### src/rtl/fcvt_sched.sv
// rtl/fcvt_sched.sv - two-requester scheduler for a shared int/float converter
//
// Grants one of two requesters round-robin, pulses the shared converter's
// reset for one cycle, runs it for CVT_LAT enabled cycles, captures the
// result and holds it until the consumer accepts it.
//
// Ports:
//   clk, rst                  clock, synchronous active-low reset
//   req{0,1}_valid/op/data    requester operation (op 0 int->float, 1 float->int)
//   req{0,1}_ready            one-cycle accept pulse (IDLE only)
//   rsp_valid/id/data/ovf     result held until rsp_ready
//   rsp_ready                 consumer accepts result
//   cvt_rst_n/enable/x/y      drive the shared converter
//   cvt_z/cvt_ovf             converter result
//   busy                      scheduler not idle
//   err_cnt                   saturating count of accepted non-ok results

module fcvt_sched #(
  parameter int unsigned CVT_LAT = 4
) (
  input  logic        clk,
  input  logic        rst,
  input  logic        req0_valid,
  input  logic        req0_op,
  input  logic [31:0] req0_data,
  output logic        req0_ready,
  input  logic        req1_valid,
  input  logic        req1_op,
  input  logic [31:0] req1_data,
  output logic        req1_ready,
  output logic        rsp_valid,
  output logic        rsp_id,
  output logic [31:0] rsp_data,
  output logic [1:0]  rsp_ovf,
  input  logic        rsp_ready,
  output logic        cvt_rst_n,
  output logic [1:0]  cvt_enable,
  output logic [31:0] cvt_x,
  output logic [31:0] cvt_y,
  input  logic [31:0] cvt_z,
  input  logic [1:0]  cvt_ovf,
  output logic        busy,
  output logic [7:0]  err_cnt
);

  typedef enum logic [1:0] {
    S_IDLE = 2'd0,
    S_CLR  = 2'd1,
    S_RUN  = 2'd2,
    S_RESP = 2'd3
  } state_t;

  localparam logic [3:0] LAT_M1 = 4'(CVT_LAT - 1);

  state_t      r_state;
  state_t      w_next;
  logic        r_rr;
  logic        r_op;
  logic        r_id;
  logic [3:0]  r_cnt;
  logic [31:0] r_x;
  logic [31:0] r_y;
  logic        r_cvt_rst_n;
  logic        r_rsp_id;
  logic [31:0] r_rsp_data;
  logic [1:0]  r_rsp_ovf;
  logic [7:0]  r_err_cnt;
  logic        w_grant0;
  logic        w_grant1;
  logic        w_last;
  logic        w_sel_op;
  logic [31:0] w_sel_data;

  assign w_last = (r_cnt == LAT_M1);

  always_comb begin
    w_next   = r_state;
    w_grant0 = 1'b0;
    w_grant1 = 1'b0;
    case (r_state)
      S_IDLE: begin
        // rst gates the grant so no ready pulse escapes while reset is held
        if (rst) begin
          if (req0_valid && req1_valid) begin
            w_grant0 = ~r_rr;
            w_grant1 = r_rr;
          end else begin
            w_grant0 = req0_valid;
            w_grant1 = req1_valid;
          end
          if (req0_valid || req1_valid) begin
            w_next = S_CLR;
          end
        end
      end
      S_CLR:   w_next = S_RUN;
      S_RUN:   if (w_last) w_next = S_RESP;
      S_RESP:  if (rsp_ready) w_next = S_IDLE;
      default: w_next = S_IDLE;
    endcase
  end

  assign w_sel_op   = w_grant1 ? req1_op   : req0_op;
  assign w_sel_data = w_grant1 ? req1_data : req0_data;

  always_ff @(posedge clk) begin
    if (!rst) begin
      r_state     <= S_IDLE;
      r_rr        <= 1'b0;
      r_op        <= 1'b0;
      r_id        <= 1'b0;
      r_cnt       <= 4'd0;
      r_x         <= 32'd0;
      r_y         <= 32'd0;
      r_cvt_rst_n <= 1'b0;
      r_rsp_id    <= 1'b0;
      r_rsp_data  <= 32'd0;
      r_rsp_ovf   <= 2'b00;
      r_err_cnt   <= 8'd0;
    end else begin
      r_state     <= w_next;
      // registered so the converter sees a clean low for exactly the CLR cycle
      r_cvt_rst_n <= (w_next != S_CLR);

      // operands are latched at grant so later requester changes cannot leak in
      if (w_grant0 || w_grant1) begin
        r_id <= w_grant1;
        r_op <= w_sel_op;
        r_x  <= w_sel_op ? 32'd0 : w_sel_data;
        r_y  <= w_sel_op ? w_sel_data : 32'd0;
        r_rr <= w_grant0;
      end

      case (r_state)
        S_CLR: r_cnt <= 4'd0;
        S_RUN: begin
          r_cnt <= r_cnt + 4'd1;
          if (w_last) begin
            r_rsp_id   <= r_id;
            r_rsp_data <= cvt_z;
            r_rsp_ovf  <= cvt_ovf;
          end
        end
        S_RESP: begin
          if (rsp_ready && (r_rsp_ovf != 2'b00) && (r_err_cnt != 8'hFF)) begin
            r_err_cnt <= r_err_cnt + 8'd1;
          end
        end
        default: ;
      endcase
    end
  end

  assign req0_ready = w_grant0;
  assign req1_ready = w_grant1;
  assign rsp_valid  = (r_state == S_RESP);
  assign rsp_id     = r_rsp_id;
  assign rsp_data   = r_rsp_data;
  assign rsp_ovf    = r_rsp_ovf;
  assign cvt_rst_n  = r_cvt_rst_n;
  assign cvt_enable = (r_state == S_RUN) ? (r_op ? 2'b10 : 2'b01) : 2'b00;
  assign cvt_x      = r_x;
  assign cvt_y      = r_y;
  assign busy       = (r_state != S_IDLE);
  assign err_cnt    = r_err_cnt;

endmodule

### config.mk
export PLATFORM = sky130hd
export DESIGN_NAME = fcvt_sched
export DESIGN_NICKNAME = d
export VERILOG_FILES = /design/src/rtl/fcvt_sched.sv
export SDC_FILE = /design/constraint.sdc
export NUM_CORES = 1
export LEC_CHECK = 0
export CORE_ASPECT_RATIO = 1.5
export CORE_UTILIZATION = 43
export CTS_CLUSTER_SIZE = 24
export DETAILED_ROUTE_END_ITERATION = 6
export PLACE_DENSITY = 0.81
export SKIP_CTS_REPAIR_TIMING = 1
export SYNTH_ARGS = -nofsm -noshare
export SYNTH_HDL_FRONTEND = slang
export SYNTH_SLANG_ARGS = --single-unit
### constraint.sdc
create_clock -name clk -period 4.11 [get_ports clk]
set_clock_uncertainty 0.15 [all_clocks]
set_input_delay 0.822 -clock clk [delete_from_list [all_inputs] [get_ports clk]]
set_output_delay 0.822 -clock clk [all_outputs]
set_load 0.01 [all_outputs]
==> results.yml, run 1 <==
outcome:
  outcome: "finished, final reports clean"
critical_path:
  cp.arrival_ns: 2.21
  cp.required_ns: 3.14
  slowest_delay_ns: 0.54
  startpoint_type: "input pin"
  endpoint_kind: "output pin"
  path_cells: "clkdlybuf4s50_1 > nand2b_1 > nand3_2 > inv_1 > clkdlybuf4s50_1"
  crit_buf_inv: 3
  cp_slowest_cell: "clkdlybuf4s50_1"
  cp_top_family: "buffers and inverters"
  critPathMostFrequentCell: "clkdlybuf4s50_1"
  path_max_fanout: 5
  criticalPathCategory: "input pin to output pin"
flow_run:
  cap_violations: 0
pwr:
  ir_worst_vdd_uv: 340.5
  total_power_mw: 3.615
  powerDensity_nw_per_um2: 455.4
  leakagePower_nw: 2.816
clock_network:
  ctsLongestPathBuffers: 2
  cts_tree: "built"
  root_buffer: "clkbuf_16"
  insertion_delay_ns: 0.41
  path_clk_slew_ns: 0.05
  clock_sinks: 117
  cts_buffers: 17
  htreeDepth: 4
yosys:
  avgSynthCellArea_um2: 8.156
  ys_seq_area_share_pct: 45.66
  syn_inst: 629
  yosysWarnings: 0
  async_flop_share_pct: 0
  yosysTopAreaCell: "dfxtp_1"
  yosysMostFrequentCell: "a21oi_1"
  netlist-cell-type-count: 39
  synth.top_cell.area_share_pct: 45.66
  synth-seq-cells: 117
  syn_area_um2: 5130
  synth-main-ff-cell: "dfxtp_1"
  yosys-top-cells-area: "dfxtp_1, a21oi_1, a21boi_2, nor3_1, nand2_1"
  synth-edff-count: 0
  syn-num-nets: 739
  synthTopCellsByCount: "a21oi_1, dfxtp_1, nand2_1"
floorplanning:
  die_w_um: 91.18
  initial_core_util_pct: 44.26
  core_region_area_um2: 11590
  dieArea_um2: 12380
  num_io_pins: 219
  rows: 48
  chipHeight_um: 135.8
drt:
  viasPerCell: 5.608
  num_vias: 5507
  wl_um: 16220
  postRouteAntennaNets: 0
  firstDrtPassIters: 5
  drtIter0Drc: 266
  route.detailed.drc: 0
  wire_per_inst_um: 16.52
timing:
  finalSetupTns_ns: 0
  worstMarginPinSlew_ns: 1.160
  hold_viol_final: 0
  max_freq_mhz: 314.1
  rsz0062_at_grt: "no"
  slew_headroom_pct: 22.57
  finalSetupViolations: 0
  finalMaxSlewViolations: 0
  fin_crit_sh_pct: 77.47
  fin_crit_ns: 3.184
placed_design:
  port_buffers: 218
  dpl_cell_area_um2: 7298
  dp.cells: 950
  dp_hpwl_um: 10590
  place.gp.congestion: 0.8141
grt:
  grt.overflow.total: 0
  antenna_found_initial: 0
  grt_pass1_vias: 5441
  grt.total_usage_pct: 26.16
  grt_max_degree: 121
  grt_pass1_wl_um: 25810
final_layout:
  antenna_cells: 0
  final_nets: 929
  layoutNonFillerInstCount: 982
  synthToLayoutAreaGrowth_pct: 54.73
  fin_area_um2: 7938
  drive_gt1_share_pct: 9.255
worst_hold_path:
  hp-class: "flip-flop to flip-flop"
## kinds of logic (layout without fill, tap and decap cells)
group,after synthesis,in the layout,share of synthesized area [%]
AOI/OAI and AO/OA,255,255,29.66
muxes,1,1,0.1951
DFF,117,117,45.66
adders and majority gates,5,5,1.220
buffers and inverters,66,269,6.097
xor gates and xnor gates,2,2,0.3415
and+or+nand+nor,183,183,16.83
## flip-flops by register name (all words and copies together), names as in the netlist
register and count:
cvt_x 32, cvt_y 32, rsp_data 32, err_cnt 8
r_cnt 4, r_state 2, rsp_ovf 2, cvt_rst_n 1
r_id 1, r_op 1, r_rr 1, rsp_id 1
## metal layers
metal  up-vias  track usage, %  routed length [um]  part of all wire (%)
li1       2605               -                   -                     -
met1      2602           27.81                6144                    38
met2       275           46.89                8275                    51
met3        25           9.259                1500                   9.2
met4         0           10.67                 298                   1.8
met5         -               0                   0                     0
## worst min-delay path: stages, from the launching register on
cell,delay (ns)
dfxtp_1,0.30
nand2_1,0.07
a21boi_2,0.05
## worst paths after layout
check	start	end	slack (ns)	cells after the start
worst max register to register	r_state[1]	cvt_rst_n	1.57	6
worst min register to register	rsp_data[2]	rsp_data[2]	0.31	2
worst max-delay path	req0_valid	req1_ready	0.93	5
worst min-delay path	rsp_data[2]	rsp_data[2]	0.31	2
## layout by cell type (no fill, tap or decap), drive strengths merged, types with 2 or more instances in the layout
cell type and instances:
nand3b 2, clkbuf 19, dfxtp 117, a21oi 130
clkdlybuf4s50 217, nand3 12, o21a 2, nand4 3
nor2b 2, clkinv 3, nor2 5, o211ai 2
nand2b 5, and2 4, nand2 80, ha 5
buf 10, a31oi 4, bufinv 5, o22ai 2
inv 10, a21boi 39, nor3 65, clkinvlp 5
o21ai 72
## layout make-up
class                   instances  area (um2)
inverters                      10       37.54
well taps                     150       187.7
flip-flops and latches        117        2342
clock buffers                  19       432.9
multi-input cells             446        2486
fillers                       889        3654
repair buffers                227        2245
clock inverters                13       206.4
## power breakdown
part	switching (mW)	total [mW]	internal [mW]
Combinational	0.342	0.710	0.368
Clock	0.532	1.60	1.07
Sequential	0.0606	1.30	1.24
Total	0.935	3.61	2.68
## metrics by stage
step	setup WS (ns)	hold slack, ns	utilization (%)
global route	0.8547	0.3298	68.48
detailed placement	0.9348	0.3066	62.96
finish	0.9260	0.3104	68.48
global placement	0.9324	0.3021	62.96
CTS	0.9229	0.3130	68.48
floorplan	1.642	0.2843	-
Note: power is estimated with default switching activity, not from simulation.
==> run 2, diff against run 1 <==
--- a/config.mk
+++ b/config.mk
@@ -6,10 +6,10 @@
 export NUM_CORES = 1
 export LEC_CHECK = 0
 export CORE_ASPECT_RATIO = 1.5
-export CORE_UTILIZATION = 43
+export CORE_UTILIZATION = 39
 export CTS_CLUSTER_SIZE = 24
 export DETAILED_ROUTE_END_ITERATION = 6
-export PLACE_DENSITY = 0.81
+export PLACE_DENSITY = 0.78
 export SKIP_CTS_REPAIR_TIMING = 1
 export SYNTH_ARGS = -nofsm -noshare
 export SYNTH_HDL_FRONTEND = slang
==> constraint.sdc (replaced) <==
create_clock -name clk -period 2.8 [get_ports clk]
set_clock_uncertainty 0.15 [all_clocks]
set_input_delay 0.56 -clock clk [delete_from_list [all_inputs] [get_ports clk]]
set_output_delay 0.56 -clock clk [all_outputs]
set_load 0.01 [all_outputs]
==> results.yml, run 2 (synthesis results as in run 1) <==
outcome:
  outcome: "finished, final reports clean"
final_layout:
  fin_area_um2: 7924
  final_nets: 931
  synthToLayoutAreaGrowth_pct: 54.46
  final_common_cell: "clkdlybuf4s50_1"
  fill_cells: 1130
  finish.utilization_pct: 61.47
  drive_gt1_share_pct: 9.592
  final_cell_mix: "clkdlybuf4s50_1, a21oi_1, dfxtp_1"
grt:
  grt_max_degree: 121
  antenna_found_initial: 1
  grt.total_usage_pct: 22.47
  grt.overflow.total: 0
  grt_pass1_vias: 4985
  grt_pass1_wl_um: 24090
floorplanning:
  initial_core_util_pct: 39.80
  num_io_pins: 219
  die_w_um: 95.65
  dieArea_um2: 13630
  chipHeight_um: 142.5
  core_region_area_um2: 12890
  rows: 51
timing:
  finalSetupViolations: 0
  hold_viol_final: 0
  max_freq_mhz: 374.4
  finalMaxSlewViolations: 0
  hold_ws_ns: 0.3091
  finalSetupTns_ns: 0
  fin_crit_sh_pct: 95.39
  slew_headroom_pct: 27.01
  rsz0062_at_grt: "no"
  worstMarginPinSlew_ns: 1.095
  fin_crit_ns: 2.671
clock_network:
  root_buffer: "clkbuf_16"
  cts_tree: "built"
  insertion_delay_ns: 0.41
  htreeDepth: 4
  ctsLongestPathBuffers: 2
  cts_buffers: 17
  path_clk_slew_ns: 0.05
  clock_sinks: 117
drt:
  wl_um: 15320
  drtIter0Drc: 233
  route.detailed.drc: 0
  firstDrtPassIters: 7
  wire_per_inst_um: 15.42
  postRouteAntennaNets: 0
  num_vias: 5278
  viasPerCell: 5.310
flow_run:
  cap_violations: 0
critical_path:
  startpoint_type: "flip-flop"
  critPathMostFrequentCell: "inv_1"
  slowest_delay_ns: 0.57
  crit_buf_inv: 3
  criticalPathCategory: "flip-flop to output pin"
  cp_slowest_cell: "clkdlybuf4s50_1"
  path_max_fanout: 6
  path_cells: "inv_1 > ha_1 > and2_4 > nand3_2 > inv_1 > clkdlybuf4s50_1"
  endpoint_kind: "output pin"
  cp_top_family: "buffers and inverters"
  cp.arrival_ns: 1.96
  cp.required_ns: 2.09
pwr:
  ir_worst_vdd_uv: 454.9
  leakagePower_nw: 2.813
  powerDensity_nw_per_um2: 629.3
  total_power_mw: 4.986
worst_hold_path:
  hp-class: "flip-flop to flip-flop"
placed_design:
  dp_hpwl_um: 9565
  place.gp.congestion: 0.7678
  port_buffers: 218
  dpl_cell_area_um2: 7362
[run 2: cell types whose count changed in the layout (fill, tap and decap cells not counted), sizes merged]
cell,previous run,this run
diode,0,1
clkinvlp,5,2
clkinv,3,8
clkbuf,19,18
bufinv,5,1
buf,10,12
inv,10,13
[run 2: power by group]
group          internal (mW)  switching [mW]  leakage [nW]
sequential              1.82          0.0865         0.955
clock                   1.23           0.815         0.271
combinational          0.548           0.490          1.59
total                   3.59            1.39          2.81
[run 2: path summary, 6_finish.rpt]
check               start            to  slack (ns)  cells past startpoint
max reg2reg    r_state[0]     cvt_x[28]        0.68                      7
min reg2reg  rsp_data[10]  rsp_data[10]        0.31                      2
min          rsp_data[10]  rsp_data[10]        0.31                      2
max            r_state[0]    req0_ready        0.13                      6
[run 2: layout make-up]
cell class | instances | area (um2) | area share (%)
Inverter | 10 | 37.54 | 0.4737
Sequential cell | 117 | 2342 | 29.56
Tap cell | 159 | 198.9 | 2.511
Timing Repair Buffer | 229 | 2297 | 28.99
Multi-Input combinational cell | 446 | 2486 | 31.38
Clock inverter | 14 | 130.1 | 1.642
Antenna cell | 1 | 2.502 | 0.03158
Clock buffer | 18 | 429.2 | 5.416
[run 2: worst register-to-register path, stage by stage, from the launching register on]
cell     delay, ns
dfxtp_1       0.41
inv_1         0.09
ha_1          0.24
and2_4        0.17
nand3_2       0.08
buf_4         0.54
a21oi_1       0.12
nor3_1        0.23
[run 2: metrics by stage]
step	setup WS, ns	std cells
floorplan	0.7464	629
CTS	0.08801	993
detailed placement	0.1798	961
finish	0.1290	994
global placement	0.1931	961
global route	0.02310	993
[run 2: layer usage]
layer / share of wire [%] / global-route usage, % / vias up
li1: - / - / 2605
met1: 40 / 25.31 / 2454
met2: 50 / 39.06 / 200
met3: 7.7 / 6.784 / 19
met4: 1.9 / 8.562 / 0
met5: 0 / 0 / -
==> run 3, diff against run 2 <==
--- a/config.mk
+++ b/config.mk
@@ -5,11 +5,12 @@
 export SDC_FILE = /design/constraint.sdc
 export NUM_CORES = 1
 export LEC_CHECK = 0
+export ABC_AREA = 1
 export CORE_ASPECT_RATIO = 1.5
-export CORE_UTILIZATION = 39
+export CORE_UTILIZATION = 38
 export CTS_CLUSTER_SIZE = 24
 export DETAILED_ROUTE_END_ITERATION = 6
-export PLACE_DENSITY = 0.78
+export PLACE_DENSITY = 0.76
 export SKIP_CTS_REPAIR_TIMING = 1
 export SYNTH_ARGS = -nofsm -noshare
 export SYNTH_HDL_FRONTEND = slang
==> constraint.sdc (replaced) <==
create_clock -name clk -period 2.8 [get_ports clk]
set_clock_uncertainty 0.15 [all_clocks]
set_input_delay 0.56 -clock clk [delete_from_list [all_inputs] [get_ports clk]]
set_output_delay 0.56 -clock clk [all_outputs]
set_load 0.005 [all_outputs]
==> results.yml, run 3 <==
final_layout:
  synthToLayoutAreaGrowth_pct: 56.79
  final_nets: 999
  multi_input_area_um2: 2280
  drive_gt1_share_pct: 6.098
  antenna_cells: 0
  layoutNonFillerInstCount: 1061
  final_cell_mix: "clkdlybuf4s50_1, nand2_1, dfxtp_1"
  regArea_um2: 2342
  fin_area_um2: 7845
  fill_cells: 1181
  final_common_cell: "clkdlybuf4s50_1"
flow_run:
  cap_violations: 0
clock_network:
  htreeDepth: 4
  ctsLongestPathBuffers: 2
  cts_tree: "built"
  path_clk_slew_ns: 0.05
  insertion_delay_ns: 0.40
  root_buffer: "clkbuf_16"
  cts_buffers: 17
  clock_sinks: 117
pwr:
  swShare_pct: 27.14
  leakagePower_nw: 3.036
  total_power_mw: 5.197
  p_clk_share_pct: 42.0
  ir_worst_vdd_uv: 356.7
  p_int_mw: 3.787
  powerDensity_nw_per_um2: 662.5
  pwr-share-seq_pct: 35.9
  pwr-share-comb_pct: 22.1
  netSwitchingPower_mw: 1.411
yosys:
  yosysTopAreaCell: "dfxtp_1"
  synth.top_cell.area_share_pct: 46.81
  synth-seq-cells: 117
  syn-num-nets: 796
  synth-edff-count: 0
  yosysMostFrequentCell: "nand2_1"
  ys_seq_area_share_pct: 46.81
  synthTopCellsByCount: "nand2_1, dfxtp_1, nand3_1"
  synth-main-ff-cell: "dfxtp_1"
  avgSynthCellArea_um2: 7.294
  netlist-cell-type-count: 32
  syn_area_um2: 5004
  yosysWarnings: 0
  yosys-top-cells-area: "dfxtp_1, nand2_1, nand3_1, a21oi_1, nor2_1"
  async_flop_share_pct: 0
  syn_inst: 686
outcome:
  outcome: "finished, final reports clean"
drt:
  postRouteAntennaNets: 0
  viasPerCell: 4.952
  num_vias: 5254
  drtIter0Drc: 201
  firstDrtPassIters: 4
  route.detailed.drc: 0
  wl_um: 14960
  wire_per_inst_um: 14.10
floorplanning:
  die_w_um: 95.69
  core_region_area_um2: 12890
  rows: 51
  initial_core_util_pct: 38.82
  dieArea_um2: 13640
  chipHeight_um: 142.5
  num_io_pins: 219
critical_path:
  cp.arrival_ns: 1.93
  path_max_fanout: 3
  startpoint_type: "input pin"
  endpoint_kind: "output pin"
  criticalPathCategory: "input pin to output pin"
  cp.required_ns: 2.09
  reg2reg_slack_ns: 0.52
timing:
  hold_viol_final: 0
  finalSetupTns_ns: 0
  finalSetupViolations: 0
  finalMaxSlewViolations: 0
  max_freq_mhz: 378.8
  fin_crit_ns: 2.640
  worstMarginPinSlew_ns: 0.9297
  fin_crit_sh_pct: 94.28
  rsz0062_at_grt: "no"
  slew_headroom_pct: 37.64
grt:
  grt.total_usage_pct: 22.46
  grt_max_degree: 55
  grt_pass1_vias: 4833
  grt_pass1_wl_um: 23560
  antenna_found_initial: 0
  grt.overflow.total: 0
placed_design:
  dp.cells: 1029
  place.gp.congestion: 0.7919
  dpl_cell_area_um2: 7242
  port_buffers: 218
  dp_hpwl_um: 10500
worst_hold_path:
  hp-class: "flip-flop to flip-flop"
## run 3: cells by family (layout without fill, tap and decap cells)
| family | Yosys count | after routing | synth area share, % |
|---|---|---|---|
| AO/OA/AOI/OAI | 118 | 118 | 11.98 |
| XOR/XNOR | 3 | 3 | 0.5252 |
| adder cells (fa/ha/maj) | 5 | 5 | 1.250 |
| buffers and inverters | 77 | 293 | 7.627 |
| flip-flops | 117 | 117 | 46.81 |
| AND/OR/NAND/NOR | 366 | 366 | 31.81 |
## run 3: routing by layer
layer,track usage (%),wire length (um)
met1,23.91,5679
met2,39.81,7699
met3,8.600,1289
met4,7.620,295
met5,0,0
## run 3: power by group through the flow
stage	sequential [mW]	combinational, mW	clock (mW)
global placement	1.89	1.16	0
finish	1.86	1.15	2.18
CTS	1.86	1.17	2.24
detailed placement	1.90	1.16	0
floorplan	1.89	0.636	0
global route	1.88	1.28	2.32
## run 3: final cells by class
type | count | area share [%]
Multi-Input combinational cell | 492 | 29.06
Timing Repair Buffer | 232 | 29.47
Inverter | 29 | 1.388
Tap cell | 159 | 2.536
Sequential cell | 117 | 29.86
Clock inverter | 9 | 1.595
Clock buffer | 23 | 6.093
## run 3: per-stage QoR
stage,worst slack (ns),hold slack (ns),util [%]
6_report,0.1601,0.3107,60.86
5_1_grt,0.08138,0.3258,60.86
4_1_cts,0.1326,0.3118,60.86
3_5_place_dp,0.05295,0.3046,56.18
3_3_place_gp,0.1276,0.3005,56.18
2_1_floorplan,0.8805,0.2965,-
## run 3: worst paths after layout
check	end	cells past startpoint	startpoint
hold reg to reg	cvt_x[12]	2	cvt_x[12]
hold / removal	cvt_x[12]	2	cvt_x[12]
setup / recovery	req1_ready	6	rst
setup reg to reg	rsp_data[9]	6	r_state[0]
## run 3: critical path, stage by stage
cell and delay [ns]:
clkdlybuf4s50_1 0.55, nand2_4 0.11, nor2_8 0.11, nand2_4 0.06, inv_1 0.05, clkdlybuf4s50_1 0.49
